File: src/rtl/mem_port_arbiter_pkg.sv
// Shared definitions for the data-RAM port arbiter: size codes, FSM states,
// captured-request payload and the alignment check.
package mem_port_arbiter_pkg;

  localparam int unsigned AW = 32;
  localparam int unsigned DW = 32;

  localparam logic [1:0] SZ_BYTE = 2'b00;
  localparam logic [1:0] SZ_HALF = 2'b01;
  localparam logic [1:0] SZ_WORD = 2'b10;
  localparam logic [1:0] SZ_RSVD = 2'b11;

  localparam logic [1:0] ST_IDLE = 2'd0;
  localparam logic [1:0] ST_CMD  = 2'd1;
  localparam logic [1:0] ST_RESP = 2'd2;

  typedef struct packed {
    logic          we;
    logic [1:0]    size;
    logic          uext;
    logic [AW-1:0] addr;
    logic [DW-1:0] wdata;
  } acc_t;

  // Reserved size, or half/word not naturally aligned.
  function automatic logic is_illegal(input logic [1:0] size, input logic [1:0] a_lo);
    return (size == SZ_RSVD) ||
           ((size == SZ_HALF) && a_lo[0]) ||
           ((size == SZ_WORD) && (a_lo != 2'b00));
  endfunction

endpackage

File: src/rtl/mem_port_arbiter_pick.sv
// Two-requester winner picker. With MEM_ARB_RR_EN a pointer register tracks
// the preferred port; otherwise port 0 always wins a tie.
module mem_arb_pick (
`ifdef MEM_ARB_RR_EN
  input  logic clk,
  input  logic rst,
  input  logic i_adv,
`endif
  input  logic i_req0,
  input  logic i_req1,
  output logic o_pick0,
  output logic o_pick1
);

  logic w_pref1;

`ifdef MEM_ARB_RR_EN
  logic r_ptr;

  // After a grant the other port becomes preferred.
  always_ff @(posedge clk or posedge rst) begin
    if (rst) begin
      r_ptr <= 1'b0;
    end else if (i_adv) begin
      r_ptr <= o_pick0;
    end
  end

  assign w_pref1 = r_ptr;
`else
  assign w_pref1 = 1'b0;
`endif

  assign o_pick1 = i_req1 & (~i_req0 | w_pref1);
  assign o_pick0 = i_req0 & (~i_req1 | ~w_pref1);

endmodule

File: src/rtl/mem_port_arbiter.sv
// Two-port load/store arbiter and sequencer for the byte-addressed data RAM.
// Tie-break policy: round-robin when MEM_ARB_RR_EN is defined, else fixed priority.
module mem_port_arbiter
  import mem_port_arbiter_pkg::*;
(
  input  logic          clk,
  input  logic          CLR,
  input  logic          p0_req,
  input  logic          p0_we,
  input  logic [1:0]    p0_size,
  input  logic          p0_uext,
  input  logic [AW-1:0] p0_addr,
  input  logic [DW-1:0] p0_wdata,
  input  logic          p1_req,
  input  logic          p1_we,
  input  logic [1:0]    p1_size,
  input  logic          p1_uext,
  input  logic [AW-1:0] p1_addr,
  input  logic [DW-1:0] p1_wdata,
  output logic          p0_gnt,
  output logic          p1_gnt,
  output logic          p0_done,
  output logic          p1_done,
  output logic [DW-1:0] rdata,
  output logic          err,
  output logic          busy,
  output logic [AW-1:0] ram_addr,
  output logic [DW-1:0] ram_wdata,
  output logic          ram_we,
  output logic          ram_byte,
  output logic          ram_half,
  output logic          ram_uext,
  input  logic [DW-1:0] ram_rdata
);

  logic [1:0] r_state;
  logic [1:0] w_state_nxt;
  logic       r_owner;
  logic       r_err;
  acc_t       r_acc;
  acc_t       w_acc_in;
  logic       w_pick0;
  logic       w_pick1;
  logic       w_grant_ok;
  logic       w_bad;
  logic       w_cmd_ok;
  logic       w_done;

  mem_arb_pick u_pick (
`ifdef MEM_ARB_RR_EN
    .clk     (clk),
    .rst     (CLR),
    .i_adv   (p0_gnt | p1_gnt),
`endif
    .i_req0  (p0_req),
    .i_req1  (p1_req),
    .o_pick0 (w_pick0),
    .o_pick1 (w_pick1)
  );

  // Grants only leave IDLE, and never while reset is held.
  assign w_grant_ok = (r_state == ST_IDLE) && !CLR;
  assign p0_gnt     = w_grant_ok & w_pick0;
  assign p1_gnt     = w_grant_ok & w_pick1;

  assign w_acc_in = p1_gnt ? {p1_we, p1_size, p1_uext, p1_addr, p1_wdata}
                           : {p0_we, p0_size, p0_uext, p0_addr, p0_wdata};
  assign w_bad    = is_illegal(r_acc.size, r_acc.addr[1:0]);

  always_comb begin
    w_state_nxt = r_state;
    case (r_state)
      ST_IDLE: if (p0_req || p1_req) w_state_nxt = ST_CMD;
      ST_CMD: begin
        if (w_bad || !r_acc.we) w_state_nxt = ST_RESP;
        else                    w_state_nxt = ST_IDLE;
      end
      ST_RESP: w_state_nxt = ST_IDLE;
      default: w_state_nxt = ST_IDLE;
    endcase
  end

  always_ff @(posedge clk or posedge CLR) begin
    if (CLR) begin
      r_state <= ST_IDLE;
      r_owner <= 1'b0;
      r_err   <= 1'b0;
      r_acc   <= '0;
    end else begin
      r_state <= w_state_nxt;
      if (p0_gnt || p1_gnt) begin
        r_owner <= p1_gnt;
        r_acc   <= w_acc_in;
      end
      if (r_state == ST_CMD) begin
        r_err <= w_bad;
      end
    end
  end

  // RAM strobes live only in a legal CMD cycle; address/data hold otherwise.
  assign w_cmd_ok  = (r_state == ST_CMD) && !w_bad;
  assign ram_we    = w_cmd_ok & r_acc.we;
  assign ram_byte  = w_cmd_ok & (r_acc.size == SZ_BYTE);
  assign ram_half  = w_cmd_ok & (r_acc.size == SZ_HALF);
  assign ram_uext  = w_cmd_ok & r_acc.uext;
  assign ram_addr  = r_acc.addr;
  assign ram_wdata = r_acc.wdata;

  assign w_done  = (w_cmd_ok && r_acc.we) || (r_state == ST_RESP);
  assign p0_done = w_done & ~r_owner;
  assign p1_done = w_done & r_owner;
  assign err     = (r_state == ST_RESP) & r_err;
  assign rdata   = ((r_state == ST_RESP) && !r_err) ? ram_rdata : '0;
  assign busy    = (r_state != ST_IDLE);

endmodule

File: config.mk
export PLATFORM = sky130hd
export DESIGN_NAME = mem_port_arbiter
export DESIGN_NICKNAME = d
export VERILOG_FILES = /design/src/rtl/mem_port_arbiter_pkg.sv /design/src/rtl/mem_port_arbiter_pick.sv /design/src/rtl/mem_port_arbiter.sv
export SDC_FILE = /design/constraint.sdc
export NUM_CORES = 1
export LEC_CHECK = 0
export CORE_ASPECT_RATIO = 1.4
export CORE_UTILIZATION = 37
export DETAILED_ROUTE_END_ITERATION = 8
export MAX_ROUTING_LAYER = met4
export PLACE_DENSITY = 0.84
export SLEW_MARGIN = 20
export SYNTH_ARGS = -nofsm -noshare
export SYNTH_HDL_FRONTEND = slang
export SYNTH_SLANG_ARGS = --single-unit
File: constraint.sdc
create_clock -name clk -period 3 [get_ports clk]
set_input_delay 0.6 -clock clk [delete_from_list [all_inputs] [get_ports clk]]
set_output_delay 0.6 -clock clk [all_outputs]
set_load 0.02 [all_outputs]
# Word-level counts from Yosys, hierarchy flattened

Cells that the tools add are included.

Output and inout bits: 106
Register bits: 72

Multiplexer cells: 5
Bitwise logic cells: 12
Equality and inequality tests: 6
Reduce and logical (&&, ||, !) cells: 20

Operators by type and width:

| operator                                      | number |
|---|---|
| two-way mux 68 bit                            | 1 |
| two-way mux 32 bit                            | 1 |
| bitwise AND 1 bit                             | 10 |
| == test 2 bit, second input constant          | 3 |
| logical AND 1 bit                             | 6 |
| logical OR 1 bit                              | 6 |
| == test 2 x 1 -> 1 bit, second input constant | 2 |
| zero test 1 bit                               | 4 |
| zero test 2 bit                               | 2 |
| two-way mux 2 bit                             | 2 |
| case mux 2 bit (2 select lines)               | 1 |
| nonzero test 2 bit                            | 2 |
| != test 2 x 1 -> 1 bit, second input constant | 1 |
| NOT 1 bit                                     | 2 |

# Logic depth before layout (Yosys ltp)

Depth after elaboration: 9
Gate-level depth with buffers: 6
Gate-level depth less buffers: 3

# Hierarchy

From an unflattened synthesis, not the netlist that was laid out.

Cells, all modules: 361
Area total of the unflattened synthesis: 4050.1 um^2

Modules (own cells, without submodules):

| module           | cells each | times used | area an instance (um^2) |
|---|---|---|---|
| mem_port_arbiter | 359        | 1          | 4028.9 |
| mem_arb_pick     | 2          | 1          | 21.3 |

# Worst setup path before layout

OpenSTA, ideal clock, no wires.

Path kind: in2out
Start point: input port p0_req
End point: output port p1_gnt
Stages: 5
Slack: 0.807 ns
Arrival: 1.593 ns
Path through: nand2b_1 > buf_6 > buf_6 > buf_6 > nor3_1

Cells in the longest elaborated chain, start to end: 3

Ends and longest elaborated chain:

| what               | RTL line                    | RTL |
|---|---|---|
| start: declaration | mem_port_arbiter.sv:8       | `input logic p0_req,` |
| NOT 1 bit          | mem_port_arbiter_pick.sv:34 | `assign o_pick1 = i_req1 & (~i_req0 \| w_pref1);` |
| bitwise AND 1 bit  | mem_port_arbiter_pick.sv:34 |  |
| bitwise AND 1 bit  | mem_port_arbiter.sv:64      | `assign p1_gnt = w_grant_ok & w_pick1;` |
| end: declaration   | mem_port_arbiter.sv:21      | `output logic p1_gnt,` |

No other way between the ends.

# Worst setup path in the final report

Start point: register r_state[0]
End point: output port rdata[5]

Cells in the longest elaborated chain, start to end: 3

Ends and longest elaborated chain:

| what                     | RTL line                | RTL |
|---|---|---|
| start: declaration       | mem_port_arbiter.sv:36  | `logic [1:0] r_state;` |
| start signal: assignment | mem_port_arbiter.sv:90  | `r_state <= w_state_nxt;` |
| == test 2 bit            | mem_port_arbiter.sv:114 | `assign rdata = ((r_state == ST_RESP) && !r_err) ? ram_rdata : '0;` |
| logical AND 1 bit        | mem_port_arbiter.sv:114 |  |
| two-way mux 32 bit       | mem_port_arbiter.sv:114 |  |
| end: declaration         | mem_port_arbiter.sv:24  | `output logic [DW-1:0] rdata,` |

No other way between the ends.

==> impl_results.md <==
* CTS Hold Buffers Added at 0
* Max FO, Critical Path at 32
* CTS Buf Count at 9
* # setup viols final at 0
* Fill cells at 930
* Port Buffers at 277
* Area of the core at 11450 um^2
* Row Count at 46
* Routability cong. at 0.7631
* Clock skew at 0.007607 ns
* Commonest non-fill, non-tap cells in the layout: clkdlybuf4s50_1, mux2_2, dfrtp_1
* Nature of the critical path startpoint: register
* Vias in the first global route at 3574
* Setup tns final at 0 ns
* Min Tclk post-route at 2.820 ns
* Fin. max-slew vios at 0
* Initial antenna violation count at 0
* Area Growth Syn to Fin at 62.18%
* Peak VDD IR at 0.5072 mV
* Pin count of the biggest net entering global routing at 69
* Gr usage total at 21.53%
* Worst Hold Path Cells at 1
* Fin nets at 735
* Status: finished clean
* Die Width at 93.92 um
* Max Cap Viol at 0
* Cells after Synth at 352
* Initial Utilization at 38.21%
* Req. time, crit path at 2.40 ns
* Highest clock rate at 0.3547 GHz
* Routed Antenna Nets at 0
* Max stage delay on crit path at 0.63 ns
* DP HPWL at 10210 um
* Critical Path Sink Type: primary output
* Cell Pwr Density at 838.5 nW/um^2
* Post-CTS Repair Setup Buffers at 0
* Setup WS pre-CTS at 0.2886 ns
* GRT overflow at 0
* Drt pass-1 iters at 4
* Post-synthesis cell area at 4377 um^2
* Worst-margin pin slew at 0.5387 ns
* Yosys warns at 0
* Clock transition at path regs at 0.05 ns
* Critical setup path kind: reg -> out
* Multi-input gate area at 1967 um^2
* Final hold vios at 0
* Fin worst setup slack at 0.1804 ns
* Number of diodes at 0
* Worst path cell trace: nand2b_1, nor2_1, buf_6, and2_1, clkdlybuf4s50_1
* Max clock buf depth at 2
* Die area at 12270 um^2
* Vias per cell at 4.758
* Commonest non-fill, non-tap cell in the layout: clkdlybuf4s50_1
* Hold WC Path Type: reg -> reg
* FF+latch count, synth at 72
* P_leak at 2.898 nW
* Post-synth cell types at 23
* Slowest-stage cell, CP: clkdlybuf4s50_1
* CTS H-tree lvls at 3
* Reg area at 1802 um^2
* Detailed-route DRC error count at 0
* Routed len/inst at 17.80 um
* DR iter-0 viols at 73
* Worst EP arrival at 2.22 ns
* Clock Sinks at 72
* Root Driver: clkbuf_16
* DR vias at 3383
* Syn_nets at 524
* Slew headroom at 64.05%
* Worst r2r path cells at 4
* Fraction of layout cells with a size suffix above 1 at 29.28%
* RSZ-0062 raised after global routing: no
* Io pins at 278
* Die height at 130.7 um
* Period utilization at 93.99%
* CTS tree: built
* Synthesized area per cell at 12.43 um^2
* Sequential element share of the synthesized area at 41.17%
* Routed WL at 12660 um
* First-pass GRT wire length at 18750 um
* Clock latency on the worst-skew pair at 0.33 ns
through the flow:
stage               utilization (%)  power (mW)  cells  hold slack (ns)  cell area (um^2)
floorplan                         -       3.985    352           0.4371              4377
global placement              59.43       4.867    696           0.4896              6807
detailed placement            59.43       4.947    696           0.4951              6807
CTS                           61.94       6.027    711           0.5076              7094
global route                  61.97       6.267    711           0.5116              7098
finish                        61.97       5.952    711           0.5003              7098
cells in the mapped netlist:
cell | n | share of area (%)
a21boi_0 | 1 | 0.17
a21oi_1 | 4 | 0.46
and2_1 | 33 | 4.7
and3_1 | 1 | 0.14
buf_2 | 9 | 1.0
buf_4 | 64 | 11
buf_6 | 6 | 1.5
clkbuf_1 | 3 | 0.26
dfrtp_1 | 72 | 41
inv_1 | 3 | 0.26
mux2_2 | 118 | 30
mux2_4 | 18 | 6.2
nand2_1 | 1 | 0.086
nand2b_1 | 3 | 0.43
nor2_1 | 5 | 0.43
nor2b_1 | 1 | 0.14
nor3_1 | 4 | 0.46
nor3_4 | 1 | 0.37
nor4b_1 | 1 | 0.20
o211ai_1 | 1 | 0.17
o21ai_0 | 1 | 0.11
or2_2 | 1 | 0.14
or2_4 | 1 | 0.20
registers in the layout, indices dropped and copies added, names as in the netlist:
name       count
r_acc          4
ram_addr      32
r_owner        1
r_state        2
r_err          1
ram_wdata     32
path summary, 6_finish.rpt:
| check | slack [ns] | endpoint | from |
|---|---|---|---|
| worst max-delay path | 0.18 | rdata[5] | r_state[0] |
| worst min-delay path | 0.50 | ram_wdata[14] | ram_wdata[14] |
| worst max register to register | 1.14 | ram_wdata[23] | r_state[0] |
| worst min register to register | 0.50 | ram_wdata[14] | ram_wdata[14] |
| max in group asynchronous | 1.62 | ram_wdata[17] | CLR |
| min in group asynchronous | 0.75 | ram_addr[18] | CLR |
report_power, final:
group          internal (mW)  switching (mW)
Combinational           1.74            1.39
Sequential              1.47           0.303
Clock                  0.657           0.390
critical path, delay by kind of cell (launching register included):
family | cells | cell delay (ns)
buffers and inverters | 2 | 0.85
flip-flops | 1 | 0.42
AND/OR/NAND/NOR | 3 | 0.61
kinds of logic after synthesis:
| kind of cell | share of synthesized area, % |
|---|---|
| and+or+nand+nor | 7.319 |
| DFF | 41.17 |
| muxes | 36.54 |
| AOI/OAI and AO/OA | 0.9148 |
| buffers and inverters | 14.06 |
repair_timing:
action / in CTS / in global routing
resized for setup: 0 / 1
endpoints found under the setup margin: 0 / 1
hold endpoints to repair: 0 / 0
layer usage:
layer	vias up	track usage (%)	part of all wire (%)
met5	-	-	0
met4	0	7.783	2.0
met3	18	7.292	9.8
met2	184	38.56	53
met1	1616	21.59	35
li1	1565	-	-
area by class of cell:
cell class / count / area share, %
Clock inverter: 4 / 0.6346
Clock buffer: 11 / 3.420
Inverter: 3 / 0.1763
Tap cell: 144 / 2.538
Timing Repair Buffer: 282 / 40.14
Sequential cell: 72 / 25.38
Multi-Input combinational cell: 195 / 27.71
Power figures use the tool's default switching activity.
